### src/rtl/reset_sequencer.sv
// rtl/reset_sequencer.sv - qualifies POR, reset pin and PLL lock, then releases
// NUM_CHANNELS active-high resets in a fixed staggered order.
module reset_sequencer #(
  parameter int NUM_CHANNELS = 3,
  parameter int POR_CYCLES   = 32,
  parameter int LOCK_FILTER  = 8,
  parameter int STAGE_DELAY  = 4,
  parameter int FAULT_WIDTH  = 8
) (
  input  logic                    clk,
  input  logic                    reset,
  input  logic                    ext_rst_n,
  input  logic                    pll_locked,
  input  logic                    sw_rst_req,
  output logic [NUM_CHANNELS-1:0] rst_out,
  output logic                    ready,
  output logic [1:0]              state_o,
  output logic [FAULT_WIDTH-1:0]  fault_count
);

  localparam int POR_W   = (POR_CYCLES   > 1) ? $clog2(POR_CYCLES)   : 1;
  localparam int FILT_W  = (LOCK_FILTER  > 1) ? $clog2(LOCK_FILTER)  : 1;
  localparam int STAGE_W = (STAGE_DELAY  > 1) ? $clog2(STAGE_DELAY)  : 1;
  localparam int IDX_W   = (NUM_CHANNELS > 1) ? $clog2(NUM_CHANNELS) : 1;

  localparam logic [POR_W-1:0]   POR_LAST   = POR_W'(POR_CYCLES - 1);
  localparam logic [FILT_W-1:0]  FILT_LAST  = FILT_W'(LOCK_FILTER - 1);
  localparam logic [STAGE_W-1:0] STAGE_LAST = STAGE_W'(STAGE_DELAY - 1);
  localparam logic [IDX_W-1:0]   IDX_LAST   = IDX_W'(NUM_CHANNELS - 1);

  typedef enum logic [1:0] {
    HOLD      = 2'd0,
    WAIT_LOCK = 2'd1,
    RELEASE   = 2'd2,
    RUN       = 2'd3
  } state_t;

  state_t                  state, state_nxt;
  logic [1:0]              ext_sync, lock_sync;
  logic [POR_W-1:0]        por_cnt, por_nxt;
  logic [FILT_W-1:0]       filt_cnt, filt_nxt;
  logic [STAGE_W-1:0]      stage_cnt, stage_nxt;
  logic [IDX_W-1:0]        idx, idx_nxt;
  logic [NUM_CHANNELS-1:0] rst_nxt;
  logic                    ready_nxt;
  logic [FAULT_WIDTH-1:0]  fault_nxt;
  logic                    ext_a, lock_s;

  // Chains clear to 0 so the pin reads asserted and lock reads lost after reset.
  assign ext_a   = ~ext_sync[1];
  assign lock_s  = lock_sync[1];
  assign state_o = state;

  always_ff @(posedge clk) begin
    if (reset) begin
      state       <= HOLD;
      ext_sync    <= '0;
      lock_sync   <= '0;
      por_cnt     <= '0;
      filt_cnt    <= '0;
      stage_cnt   <= '0;
      idx         <= '0;
      rst_out     <= '1;
      ready       <= 1'b0;
      fault_count <= '0;
    end else begin
      state       <= state_nxt;
      ext_sync    <= {ext_sync[0], ext_rst_n};
      lock_sync   <= {lock_sync[0], pll_locked};
      por_cnt     <= por_nxt;
      filt_cnt    <= filt_nxt;
      stage_cnt   <= stage_nxt;
      idx         <= idx_nxt;
      rst_out     <= rst_nxt;
      ready       <= ready_nxt;
      fault_count <= fault_nxt;
    end
  end

  always_comb begin
    state_nxt = state;
    por_nxt   = por_cnt;
    filt_nxt  = filt_cnt;
    stage_nxt = stage_cnt;
    idx_nxt   = idx;
    rst_nxt   = rst_out;
    ready_nxt = ready;
    fault_nxt = fault_count;

    if (ext_a) begin
      state_nxt = HOLD;
      por_nxt   = '0;
      rst_nxt   = '1;
      ready_nxt = 1'b0;
    end else if (!lock_s && (state == RELEASE || state == RUN)) begin
      // Lock loss outranks a coincident software request, which is dropped.
      state_nxt = WAIT_LOCK;
      filt_nxt  = '0;
      rst_nxt   = '1;
      ready_nxt = 1'b0;
      if (fault_count != '1)
        fault_nxt = fault_count + FAULT_WIDTH'(1);
    end else if (sw_rst_req && state != HOLD) begin
      state_nxt = HOLD;
      por_nxt   = '0;
      rst_nxt   = '1;
      ready_nxt = 1'b0;
    end else begin
      case (state)
        HOLD: begin
          if (por_cnt == POR_LAST) begin
            state_nxt = WAIT_LOCK;
            por_nxt   = '0;
            filt_nxt  = '0;
          end else begin
            por_nxt = por_cnt + POR_W'(1);
          end
        end
        WAIT_LOCK: begin
          if (!lock_s) begin
            filt_nxt = '0;
          end else if (filt_cnt == FILT_LAST) begin
            state_nxt = RELEASE;
            filt_nxt  = '0;
            stage_nxt = '0;
            idx_nxt   = '0;
          end else begin
            filt_nxt = filt_cnt + FILT_W'(1);
          end
        end
        RELEASE: begin
          if (stage_cnt == STAGE_LAST) begin
            stage_nxt = '0;
            for (int k = 0; k < NUM_CHANNELS; k++)
              if (IDX_W'(k) == idx) rst_nxt[k] = 1'b0;
            if (idx == IDX_LAST) begin
              state_nxt = RUN;
              ready_nxt = 1'b1;
            end else begin
              idx_nxt = idx + IDX_W'(1);
            end
          end else begin
            stage_nxt = stage_cnt + STAGE_W'(1);
          end
        end
        RUN: ;
        default: state_nxt = HOLD;
      endcase
    end
  end

endmodule

### config.mk
export PLATFORM = sky130hd
export DESIGN_NAME = reset_sequencer
export DESIGN_NICKNAME = d
export VERILOG_FILES = /design/src/rtl/reset_sequencer.sv
export SDC_FILE = /design/constraint.sdc
export NUM_CORES = 1
export LEC_CHECK = 0
export CORE_UTILIZATION = 31
export CTS_CLUSTER_DIAMETER = 150
export DETAILED_ROUTE_END_ITERATION = 16
export GPL_TIMING_DRIVEN = 0
export PLACE_DENSITY_LB_ADDON = 0.2
export SYNTH_ARGS = -nofsm -noshare
export SYNTH_HDL_FRONTEND = slang
export SYNTH_SLANG_ARGS = --single-unit
### constraint.sdc
create_clock -name clk -period 6.8 [get_ports clk]
set_clock_uncertainty 0.15 [all_clocks]
set_input_delay 2.04 -clock clk [delete_from_list [all_inputs] [get_ports clk]]
set_output_delay 2.04 -clock clk [all_outputs]
set_load 0.005 [all_outputs]
==> impl_metrics.py <==
metrics = {
    "final_layout": {
        "diodes": 0,
        "utilization": 0.401,
        "fin_area_um2": 1920,
        "fillerInstances": 488,
        "synthToLayoutAreaGrowth_pct": 22.7,
        "fin_nets": 220,
        "fin_cells": 270,
        "drive_above_1_share": 0.0690,
    },
    "global_routing": {
        "overflow": 0,
        "grt_pass1_vias": 1169,
        "antenna_found_initial": 0,
        "grt.total_usage": 0.134,
        "grt_pass1_wl_um": 5420,
        "grt_max_degree": 11,
    },
    "floorplan": {
        "die_w_um": 73.0,
        "start_util": 0.327,
        "num_rows": 25,
        "ios": 19,
        "dieArea_um2": 5330,
        "die_h_um": 73.0,
        "core_area_um2": 4790,
    },
    "cts": {
        "cts_num_sinks": 30,
        "cts_tree": "yes",
        "htreeDepth": 2,
        "cts_buffers": 5,
        "postCtsSetupBuffers": 0,
        "cts_resized": 0,
        "clkLatencyLatePin_ps": 280,
        "cts_hold_buffers": 0,
        "clk_pin_slew_ps": 60,
        "clockBufferDepth": 2,
        "root_buffer": "clkbuf_8",
    },
    "worst_setup_path": {
        "r2r-start": "state_o[0]",
        "worst_path_max_delay_cell": "or4_1",
        "required_ps": 6860,
        "endpoint_kind": "flip-flop",
        "ff2ff_path_depth": 8,
        "path_cells": "clkdlybuf4s50_1 -> nor2b_1 -> or4_1 -> buf_2 -> or4b_1 -> a21oi_1",
        "cpPeakStageDelay_ps": 520,
        "critPathKind": "input port to flip-flop",
        "crit_fanout": 8,
        "rrSetupSlack_ps": 4090,
        "crit_arrival_ps": 4070,
        "critPathLaunchType": "input port",
        "crit-reg2reg-capture": "idx[1]",
    },
    "drt": {
        "vias_per_cell": 4.96,
        "firstDrtPassIters": 4,
        "drtAntennaViolNets": 0,
        "route.vias.total": 1338,
        "drtIter0Drc": 91,
        "drcViolationCount": 0,
        "wl_per_cell_um": 11.9,
        "drt-total-wl_um": 3200,
    },
    "sta": {
        "final-hold-violation-count": 0,
        "rsz0062_at_grt": "no",
        "slew_viol_final": 0,
        "setup_viol": 0,
        "tightest_slew_ps": 566,
        "min_period_ps": 4010,
        "fmax_mhz": 250,
        "fin_crit_sh": 0.589,
        "tns_ps": 0,
        "relSlewSlack": 0.619,
    },
    "pwr": {
        "cellLeakagePower_nw": 0.656,
        "total_power_mw": 0.335,
        "vdd_drop_max_uv": 70.1,
        "power_density_nw_per_um2": 175,
    },
    "logic_synthesis": {
        "syn_area_um2": 1560,
        "yosysUniqueCellTypes": 39,
        "syn_inst": 177,
        "synth_enable_flop_cells": 0,
        "async_flop_share": 0,
        "synth.avg_cell_area_um2": 8.84,
        "synth_flop_cell": "dfxtp_1",
        "synth.net_count": 195,
        "ys_seq_elements": 30,
        "yosysSeqAreaShare": 0.384,
        "ys_warn_count": 0,
    },
    "status": {
        "outcome": "finished clean",
    },
    "hold_path": {
        "hold_depth": 1,
        "worstHoldEndpoint": "lock_sync[1]",
        "hp-start": "lock_sync[0]",
        "hold_class": "flip-flop to flip-flop",
    },
    "place": {
        "place_congestion": 0.771,
        "dpl.hpwl_um": 2330,
        "io_buffers": 18,
        "placed_area_um2": 1830,
        "placedCellCount": 262,
    },
    "job": {
        "cap_violations": 0,
    },
}
## report_power, final
group | total, mW | switching [mW] | internal, mW
combinational | 0.00753 | 0.00392 | 0.00361
clock | 0.150 | 0.0681 | 0.0816
sequential | 0.178 | 0.00108 | 0.177
## layout by cell type, fill, tap and decap left out, drive strengths merged, types with 7 or more instances in the layout
| master | Yosys | routed |
|---|---|---|
| dfxtp | 30 | 30 |
| ha | 13 | 13 |
| o21ai | 10 | 10 |
| a21oi | 20 | 20 |
| clkbuf | 4 | 11 |
| nor2 | 7 | 7 |
| inv | 8 | 8 |
| nor2b | 8 | 8 |
| nand3 | 10 | 10 |
| or4 | 9 | 9 |
| nand2 | 10 | 10 |
| clkdlybuf4s50 | 0 | 18 |
## routing by layer
layer	share of wire	wire length [um]	track usage	up-vias
met5	0	0	0	-
met3	0.037	118	0.0428	5
met4	0.019	61	0.0654	0
li1	-	-	-	704
met1	0.54	1730	0.189	612
met2	0.40	1290	0.181	17
## area by class of cell
| class | count | area (um2) | share of cell area |
|---|---|---|---|
| Clock inverter | 1 | 5.00 | 0.00261 |
| Sequential cell | 30 | 601 | 0.313 |
| Inverter | 8 | 30.0 | 0.0156 |
| Clock buffer | 7 | 86.3 | 0.0450 |
| Multi-Input combinational cell | 133 | 902 | 0.470 |
| Tap cell | 67 | 83.8 | 0.0437 |
| Timing Repair Buffer | 18 | 180 | 0.0939 |
| Buffer | 6 | 31.3 | 0.0163 |
## worst max-delay path, delay by kind of cell
kind | cells | cell delay, ps
AND/OR/NAND/NOR | 3 | 1210
buffers and inverters | 2 | 670
AO/OA/AOI/OAI | 1 | 140
## metrics by stage
| step | hold slack [ps] | setup slack [ps] |
|---|---|---|
| 2_1_floorplan | 264 | 3180 |
| 3_3_place_gp | 267 | 2500 |
| 3_5_place_dp | 278 | 2540 |
| 4_1_cts | 293 | 2810 |
| 5_1_grt | 305 | 2700 |
| 6_report | 289 | 2790 |
## how the worst max path moves through the flow
stage               start     end  slack [ps]  depth (start not counted)
2_1_floorplan  sw_rst_req  idx[1]        3180                          5
3_3_place_gp   sw_rst_req  idx[1]        2500                          6
3_5_place_dp   sw_rst_req  idx[1]        2540                          6
4_1_cts        sw_rst_req  idx[1]        2810                          6
5_1_grt        sw_rst_req  idx[1]        2700                          6
6_report       sw_rst_req  idx[1]        2790                          6
## synth_stat cells (4+ instances only)
master,number,share of area
clkbuf_1,4,0.0096
nor2b_1,8,0.032
nand2_1,10,0.024
a21oi_1,20,0.064
or4_1,9,0.043
o21ai_0,10,0.032
nor2_1,7,0.017
o31ai_1,6,0.029
dfxtp_1,30,0.38
inv_1,8,0.019
nand3_1,10,0.032
ha_1,13,0.10
## flip-flops by register name (all words and copies together) (netlist names)
register / count
fault_count: 8
rst_out: 3
ext_sync: 2
state_o: 2
ready: 1
idx: 2
filt_cnt: 3
por_cnt: 5
lock_sync: 2
stage_cnt: 2
## logic make-up (layout without fill, tap and decap cells)
logic type / after synthesis / after routing / share of synthesized area
AND/OR/NAND/NOR: 66 / 66 / 0.248
AO/OA/AOI/OAI: 50 / 50 / 0.200
flip-flops: 30 / 30 / 0.384
buffers and inverters: 14 / 40 / 0.0392
adder cells (fa/ha/maj): 13 / 13 / 0.104
multiplexers: 3 / 3 / 0.0192
XOR/XNOR: 1 / 1 / 0.00560
Note: power is estimated with default switching activity, not from simulation.
